[config.mk]
export PLATFORM = sky130hd
export DESIGN_NAME = bsg_mul_comp42_acc
export DESIGN_NICKNAME = d
export VERILOG_FILES = /design/src/rtl/bsg_mul_comp42_acc.sv
export SDC_FILE = /design/constraint.sdc
export NUM_CORES = 1
export LEC_CHECK = 0
export ABC_AREA = 1
export BUFFER_PORTS_ARGS = -buffer_cell sky130_fd_sc_hd__buf_2
export CORE_AREA = 5 5 117 119
export DETAILED_ROUTE_END_ITERATION = 6
export DIE_AREA = 0 0 122 124
export HOLD_SLACK_MARGIN = 0.05
export PLACE_DENSITY = 0.77
export SETUP_SLACK_MARGIN = 0.1
export SLEW_MARGIN = 25
export SYNTH_ARGS = -nofsm -noshare
export SYNTH_HDL_FRONTEND = slang
export SYNTH_SLANG_ARGS = --single-unit
[constraint.sdc]
create_clock -name clk_i -period 2.8 [get_ports clk_i]
set_clock_uncertainty 0.15 [all_clocks]
set_input_delay 0.28 -clock clk_i [delete_from_list [all_inputs] [get_ports clk_i]]
set_output_delay 0.28 -clock clk_i [all_outputs]
set_load 0.1 [all_outputs]
[src/rtl/bsg_mul_comp42_acc.sv]
// Pipelined 4:2 carry-save accumulator: beats of four operands are compressed into a
// carry-save accumulator and resolved by one carry-propagate add when a group closes.
module bsg_mul_comp42_acc #(
    parameter int width_p     = 16,
    parameter int acc_width_p = width_p + 8
) (
    input  logic                          clk_i,
    input  logic                          reset_n_i,
    input  logic                          v_i,
    input  logic [3:0][width_p-1:0]       i,
    input  logic                          last_i,
    output logic                          ready_o,
    output logic                          v_o,
    output logic [acc_width_p-1:0]        data_o,
    input  logic                          yumi_i
);

    typedef logic [acc_width_p-1:0] acc_t;

    typedef struct packed {
        acc_t s;
        acc_t c;
    } cs_t;

    // Two chained 3:2 rows; each carry vector is shifted left with its MSB dropped.
    function automatic cs_t comp42(input acc_t x0, input acc_t x1, input acc_t x2, input acc_t x3);
        acc_t s1;
        acc_t c1;
        cs_t  r;
        s1  = x0 ^ x1 ^ x2;
        c1  = ((x0 & x1) | (x0 & x2) | (x1 & x2)) << 1;
        r.s = s1 ^ c1 ^ x3;
        r.c = ((s1 & c1) | (s1 & x3) | (c1 & x3)) << 1;
        return r;
    endfunction

    acc_t [3:0] op_ext;

    for (genvar gi = 0; gi < 4; gi++) begin : g_ext
        assign op_ext[gi] = acc_t'(i[gi]);
    end

    acc_t a_s_q, a_s_d, a_c_q, a_c_d;
    logic a_v_q, a_v_d, a_last_q, a_last_d;

    acc_t acc_s_q, acc_s_d, acc_c_q, acc_c_d;
    logic first_q, first_d, b_done_q, b_done_d;

    acc_t data_q, data_d;
    logic v_o_q, v_o_d;

    logic c_load, absorb, a_adv, accept;
    cs_t  in_cs, acc_cs;

    always_comb begin
        c_load  = b_done_q & (~v_o_q | yumi_i);
        absorb  = a_v_q & (~b_done_q | c_load);
        a_adv   = ~a_v_q | absorb;
        ready_o = reset_n_i & a_adv;
        accept  = v_i & ready_o;
    end

    always_comb begin
        in_cs  = comp42(op_ext[0], op_ext[1], op_ext[2], op_ext[3]);
        // A fresh group starts from zero instead of the previous, already-resolved sum.
        acc_cs = comp42(first_q ? '0 : acc_s_q, first_q ? '0 : acc_c_q, a_s_q, a_c_q);
    end

    always_comb begin
        a_s_d    = a_s_q;
        a_c_d    = a_c_q;
        a_v_d    = a_v_q;
        a_last_d = a_last_q;
        acc_s_d  = acc_s_q;
        acc_c_d  = acc_c_q;
        first_d  = first_q;
        b_done_d = b_done_q;
        data_d   = data_q;
        v_o_d    = v_o_q;

        if (a_adv) begin
            a_v_d = accept;
            if (accept) begin
                a_s_d    = in_cs.s;
                a_c_d    = in_cs.c;
                a_last_d = last_i;
            end
        end

        if (absorb) begin
            acc_s_d  = acc_cs.s;
            acc_c_d  = acc_cs.c;
            first_d  = a_last_q;
            b_done_d = a_last_q;
        end else if (c_load) begin
            b_done_d = 1'b0;
        end

        if (c_load) begin
            data_d = acc_s_q + acc_c_q;
            v_o_d  = 1'b1;
        end else if (yumi_i) begin
            v_o_d = 1'b0;
        end
    end

    always_ff @(posedge clk_i or negedge reset_n_i) begin
        if (!reset_n_i) begin
            a_s_q    <= '0;
            a_c_q    <= '0;
            a_v_q    <= 1'b0;
            a_last_q <= 1'b0;
            acc_s_q  <= '0;
            acc_c_q  <= '0;
            first_q  <= 1'b1;
            b_done_q <= 1'b0;
            data_q   <= '0;
            v_o_q    <= 1'b0;
        end else begin
            a_s_q    <= a_s_d;
            a_c_q    <= a_c_d;
            a_v_q    <= a_v_d;
            a_last_q <= a_last_d;
            acc_s_q  <= acc_s_d;
            acc_c_q  <= acc_c_d;
            first_q  <= first_d;
            b_done_q <= b_done_d;
            data_q   <= data_d;
            v_o_q    <= v_o_d;
        end
    end

    assign v_o    = v_o_q;
    assign data_o = data_q;

endmodule

==> results by group, run 1 <==
Status
  • Status: finished clean

Floorplan
  • Die area: 0.0151 mm²
  • Die Height: 124 µm
  • Initial Utilization: 0.576
  • Die Wd: 122 µm
  • Num rows: 41
  • Core Region: 0.0125 mm²
  • Ports: 95

GRT
  • GRT Overall Usage: 0.211
  • Pin count of the biggest net entering global routing: 76
  • First-pass GRT wire length: 25100 µm
  • Vias in the first global route: 5413
  • Grt ovf: 0
  • Initial antenna violation count: 0

Power and ir drop
  • Tot Pwr: 0.00865 W
  • Switching power: 0.00421 W
  • Clk network pwr share: 0.151
  • Power Internal: 0.00445 W
  • Peak supply drop: 0.392 mV
  • Comb power frac: 0.554
  • Sequential share of power: 0.295
  • Power per cell area: 1060 mW/mm²
  • Sw Ratio: 0.486
  • Leakage: 4.31 nW

Detailed routing
  • Detailed Route Iter0 Violations: 349
  • Total wire length: 14600 µm
  • Wire length per cell: 13.5 µm
  • DR DRC count: 0
  • Vias per cell: 4.98
  • Pre-antenna DRT Iters: 4
  • Vias: 5395
  • Antenna viol nets, final: 0

Setup path
  • Crit path top cell by count: fa_1
  • Crit. path cell count: 6
  • R2R cell count: 6
  • CP top delay family: adder cells
  • Setup CP Type: reg -> reg
  • Max stage delay cell, worst path: dfstp_2
  • Endpoint class of the critical path: flip-flop
  • CP max FO: 18
  • Slowest stage delay, CP: 0.72 ns
  • CP cell instances: buf_12 -> nor2_1 -> fa_1 -> fa_1 -> nand2_1 -> o21ai_0
  • Startpoint Class: flip-flop
  • Buf/Inv on CP: 1
  • Arrival time at the worst endpoint: 2.41 ns
  • CP Data Required Time: 2.87 ns

Cells and area
  • Commonest non-fill, non-tap cells in the layout: nand2_1, inv_1, dfrtp_1
  • Register area: 0.00270 mm²
  • NumNets Final: 1074
  • ANT cells: 0
  • Syn-to-layout area delta: 13.7%
  • Area of the multi-input gates: 0.00391 mm²
  • Commonest non-fill, non-tap cell in the layout: nand2_1
  • Share of layout cells above drive strength 1: 0.172
  • Final instance area: 0.00816 mm²
  • Number of fill cells: 1043

Place
  • HPWL Detailed: 11600 µm
  • DP Worst Slack: 0.452 ns
  • Port bufs: 94
  • Placed instance area: 0.00784 mm²
  • Final GP Congestion: 0.917

STA
  • Actual slew at the worst max-slew pin: 0.772 ns
  • Final hold vios: 0
  • RSZ-0062 raised after global routing: no
  • Slew headroom: 0.483
  • Setup WS post-layout: 0.454 ns
  • Pins Over Slew Limit: 0
  • Post-layout min period: 2.35 ns
  • Setup violations, final: 0
  • Period utilization: 0.838
  • Post-route setup TNS: 0 ns
  • Achievable frequency: 0.426 GHz

Yosys
  • Share of the yosys chip area belonging to registers: 0.377
  • Largest area contributor in the netlist: dfrtp_1
  • Register bit total from synthesis: 108
  • Synth Flop Type: dfrtp_1
  • Cells after Synth: 814
  • Top cells by area, synth: dfrtp_1, fa_1, nand2_1
  • Post-Syn Area: 0.00718 mm²
  • Count of flip-flops with a built-in enable after synthesis: 0
  • Syn Area/Cell: 8.82 µm²
  • Synth unique cells: 28
  • Syn Nets: 982
  • Ys async rst share: 1.00
  • Share of the synthesized area in the top cell type: 0.373
  • Yosys warns: 0

Hold path
  • Worst Hold Class: in -> reg
  • Hold Path Cell Cnt: 4

Clocking
  • Clock root buffer: clkbuf_16
  • Clock Path Buffers: 2
  • Clk Latency, worst-skew pair: 0.35 ns
  • CTS Sinks: 108
  • Clock-pin slew on the worst setup and hold paths: 0.07 ns
  • CTS H-tree lvls: 3
  • # Post-CTS Setup Buffers: 0
  • CTS Buf Count: 9
  • CTS hold repair buffers: 2
  • Cts repair resizes: 0
  • CTS tree: done

Job
  • Max-cap violations: 0
## layer usage
layer  vias up  track usage  wire length, µm  share of wire
met1      2527        0.298             6860           0.47
li1       2700            -                -              -
met2       144        0.334             6530           0.45
met5         -            0                0              0
met3        24       0.0350              857          0.059
met4         0       0.0763              332          0.023
## synth_stat cells, drive strengths merged (3+ instances only)
cell type    n
nand2      232
inv        119
dfrtp      107
nor2        76
fa          63
o21ai       58
ha          36
mux2        30
nand3       28
a21oi       15
clkbuf      15
buf          8
xnor2        7
nand3b       5
nand4        4
nor3         4
or2          3
## worst paths after layout
kind                          endpoint       start  slack, ns
max in group asynchronous  acc_c_q[18]   reset_n_i       1.11
max                        acc_s_q[15]     first_q       0.45
max reg2reg                acc_s_q[15]     first_q       0.45
min                                v_o      yumi_i       0.06
min in group asynchronous     a_c_q[5]   reset_n_i       0.38
min reg2reg                 data_o[16]  data_o[16]       0.32
## area by class of cell
cell class | instances | area share
clock buffers | 12 | 0.0314
clock inverters | 4 | 0.00582
inverters | 119 | 0.0547
multi-input cells | 564 | 0.479
flip-flops and latches | 108 | 0.331
well taps | 172 | 0.0264
repair buffers | 104 | 0.0713
## power by group through the flow
stage	logic, W	registers, W	clock network (W)
after floorplan	0.00279	0.00345	0
after global placement	0.00467	0.00255	0
after detailed placement	0.00479	0.00259	0
after CTS	0.00483	0.00256	0.00133
after global routing	0.00544	0.00262	0.00140
final	0.00479	0.00255	0.00131
## stage by stage
step	hold WS, ns	utilization	cells
3_5_place_dp	0.226	0.629	1065
4_1_cts	0.0530	0.655	1083
5_1_grt	0.0659	0.655	1083
2_1_floorplan	-0.166	-	814
6_report	0.0578	0.655	1083
3_3_place_gp	0.226	0.629	1065
## worst reg2reg max path, delay by kind of cell (launching register included)
| kind | cells | cell delay [ns] |
|---|---|---|
| AO/OA/AOI/OAI | 1 | 0.07 |
| adder cells (fa/ha/maj) | 2 | 0.94 |
| buffers and inverters | 1 | 0.19 |
| flip-flops | 1 | 0.72 |
| AND/OR/NAND/NOR | 2 | 0.14 |
## logic make-up after synthesis
family | after synthesis | share of synthesized area
simple gates | 353 | 0.197
fa+ha+maj | 99 | 0.238
compound gates | 74 | 0.0519
xor+xnor | 8 | 0.00976
mux | 30 | 0.0476
flops | 108 | 0.377
buf+inv | 142 | 0.0784
## state kept, by name, indices dropped and copies added (netlist names)
register,flops
acc_s_q,24
data_o,24
acc_c_q,22
a_s_q,17
a_c_q,16
a_last_q,1
a_v_q,1
b_done_q,1
first_q,1
v_o,1
(Power assumes the default switching activity.)
==> inputs of run 2 (changes only) <==
- CORE_AREA: 5 5 117 119 -> 5 5 123 125
- DIE_AREA: 0 0 122 124 -> 0 0 128 130
- PLACE_DENSITY: 0.77 -> 0.73
- clock period: 2.8 -> 1.9 ns (I/O delays scaled with it)
==> results by group, run 2 (synthesis gave the netlist of run 1 again) <==
Clocking
  • Clock Path Buffers: 2
  • CTS H-tree lvls: 3
  • Clock root buffer: clkbuf_16
  • CTS Buf Count: 9
  • Clk Latency, worst-skew pair: 0.35 ns
  • CTS Sinks: 108
  • Clock-pin slew on the worst setup and hold paths: 0.08 ns
  • CTS tree: done

Cells and area
  • Syn-to-layout area delta: 31.7%
  • Register area: 0.00271 mm²
  • ANT cells: 0
  • Commonest non-fill, non-tap cell in the layout: nand2_1
  • Finished Layout Cells: 1139
  • NumNets Final: 1122
  • Final instance area: 0.00946 mm²
  • Number of fill cells: 1003
  • Share of layout cells above drive strength 1: 0.336
  • Commonest non-fill, non-tap cells in the layout: nand2_1, inv_1, dfrtp_1
  • Area of the multi-input gates: 0.00472 mm²

STA
  • Achievable frequency: 0.447 GHz
  • Period utilization: 1.18
  • Slew headroom: 0.615
  • Post-layout min period: 2.24 ns
  • RSZ-0062 raised after global routing: yes
  • Setup WS post-layout: -0.339 ns
  • Final hold slack: 0.0394 ns
  • Setup violations, final: 45
  • Pins Over Slew Limit: 0
  • Final hold vios: 0
  • Post-route setup TNS: -8.51 ns
  • Actual slew at the worst max-slew pin: 0.578 ns

GRT
  • Initial antenna violation count: 0
  • Vias in the first global route: 5700
  • Grt ovf: 0
  • First-pass GRT wire length: 26700 µm
  • Pin count of the biggest net entering global routing: 109
  • GRT Overall Usage: 0.198

Setup path
  • Reg2reg start: first_q
  • CP Data Required Time: 1.98 ns
  • Setup CP Type: reg -> reg
  • Worst reg2reg setup slack: -0.34 ns
  • Startpoint Class: flip-flop
  • CP max FO: 24
  • Reg-to-reg critical path endpoint: acc_s_q[15]
  • Endpoint class of the critical path: flip-flop
  • Arrival time at the worst endpoint: 2.32 ns
  • R2R cell count: 6

Detailed routing
  • Vias per cell: 5.12
  • Antenna viol nets, final: 0
  • DR DRC count: 0
  • Pre-antenna DRT Iters: 5
  • Total wire length: 16600 µm
  • Wire length per cell: 14.6 µm
  • Vias: 5828
  • Detailed Route Iter0 Violations: 394

Place
  • Post-placement cell count: 1095
  • Placed instance area: 0.00822 mm²
  • HPWL Detailed: 11100 µm
  • Final GP Congestion: 0.859
  • Port bufs: 94

Power and ir drop
  • Clk network pwr share: 0.115
  • Comb power frac: 0.639
  • Power Internal: 0.00816 W
  • Power per cell area: 1660 mW/mm²
  • Switching power: 0.00758 W
  • Leakage: 4.80 nW
  • Sequential share of power: 0.246
  • Sw Ratio: 0.482
  • Peak supply drop: 0.873 mV

Hold path
  • Worst Hold Class: in -> reg
  • HP Start: yumi_i
  • Hold worst-path end: b_done_q
  • Hold Path Cell Cnt: 4

Floorplan
  • Core Region: 0.0138 mm²
  • Num rows: 43
  • Initial Utilization: 0.521
  • Die Wd: 128 µm
  • Die Height: 130 µm
  • Die area: 0.0166 mm²
  • Ports: 95

Status
  • Status: finished with violations
  • Failing checks: negative setup slack

Job
  • Max-cap violations: 0
[run 2: cell types whose count changed in the layout (fill, tap and decap cells not counted), moves of 12 or more]
cell     previous run  this run
nand2_1           229       192
nor2_1             76        62
nand2_2             3        27
ha_4                0        19
nand2_4             0        13
o21ai_1             1        13
mux2_4              1        30
buf_6               1        13
o21ai_0            57        45
buf_4               6        34
nand3_1            27        10
nand3_2             1        13
ha_1               36        15
mux2_2             29         0
[run 2: power by group through the flow]
stage	registers, W	clock network, W	logic (W)
final	0.00386	0.00181	0.0101
after global routing	0.00397	0.00193	0.0110
after CTS	0.00385	0.00185	0.00903
after detailed placement	0.00375	0	0.00782
after global placement	0.00371	0	0.00760
after floorplan	0.00510	0	0.00441
[run 2: metal layers]
layer  vias up  wire length [µm]  track usage
li1       2801                 -            -
met1      2799              7540        0.283
met2       206              7770        0.320
met3        22               994       0.0278
met4         0               324       0.0543
met5         -                 0            0
[run 2: area by class of cell]
class	count	share of cell area
Clock buffer	10	0.0242
Clock inverter	6	0.00569
Inverter	119	0.0495
Multi-Input combinational cell	566	0.500
Sequential cell	108	0.286
Tap cell	180	0.0238
Timing Repair Buffer	150	0.111
[run 2: repair_timing]
action	in CTS	in global routing
hold buffers	4	1
pin swaps	26	36
cloned	1	1
buffers inserted	11	11
gates resized for setup	89	64
endpoints found under the setup margin	92	94
endpoints found under the hold margin	111	1
[run 2: how the worst max path moves through the flow]
stage,start,endpoint
after global routing,first_q,acc_s_q[9]
after global placement,first_q,acc_s_q[7]
final,first_q,acc_s_q[15]
after floorplan,first_q,acc_s_q[11]
after CTS,first_q,acc_s_q[8]
after detailed placement,first_q,acc_s_q[15]
[run 2: critical path: stages, from the launching register on]
cell and delay [ns]:
dfstp_2 0.59, buf_12 0.18, nor2_1 0.08, fa_2 0.55, fa_1 0.41, nand2_1 0.08, o21ai_0 0.07
[run 2: per-stage QoR]
step | setup WS [ns] | utilization | power [W]
finish | -0.339 | 0.687 | 0.0157
global route | -0.404 | 0.687 | 0.0169
CTS | -0.320 | 0.663 | 0.0147
detailed placement | -0.305 | 0.597 | 0.0116
global placement | -0.239 | 0.597 | 0.0113
floorplan | -0.267 | - | 0.00952
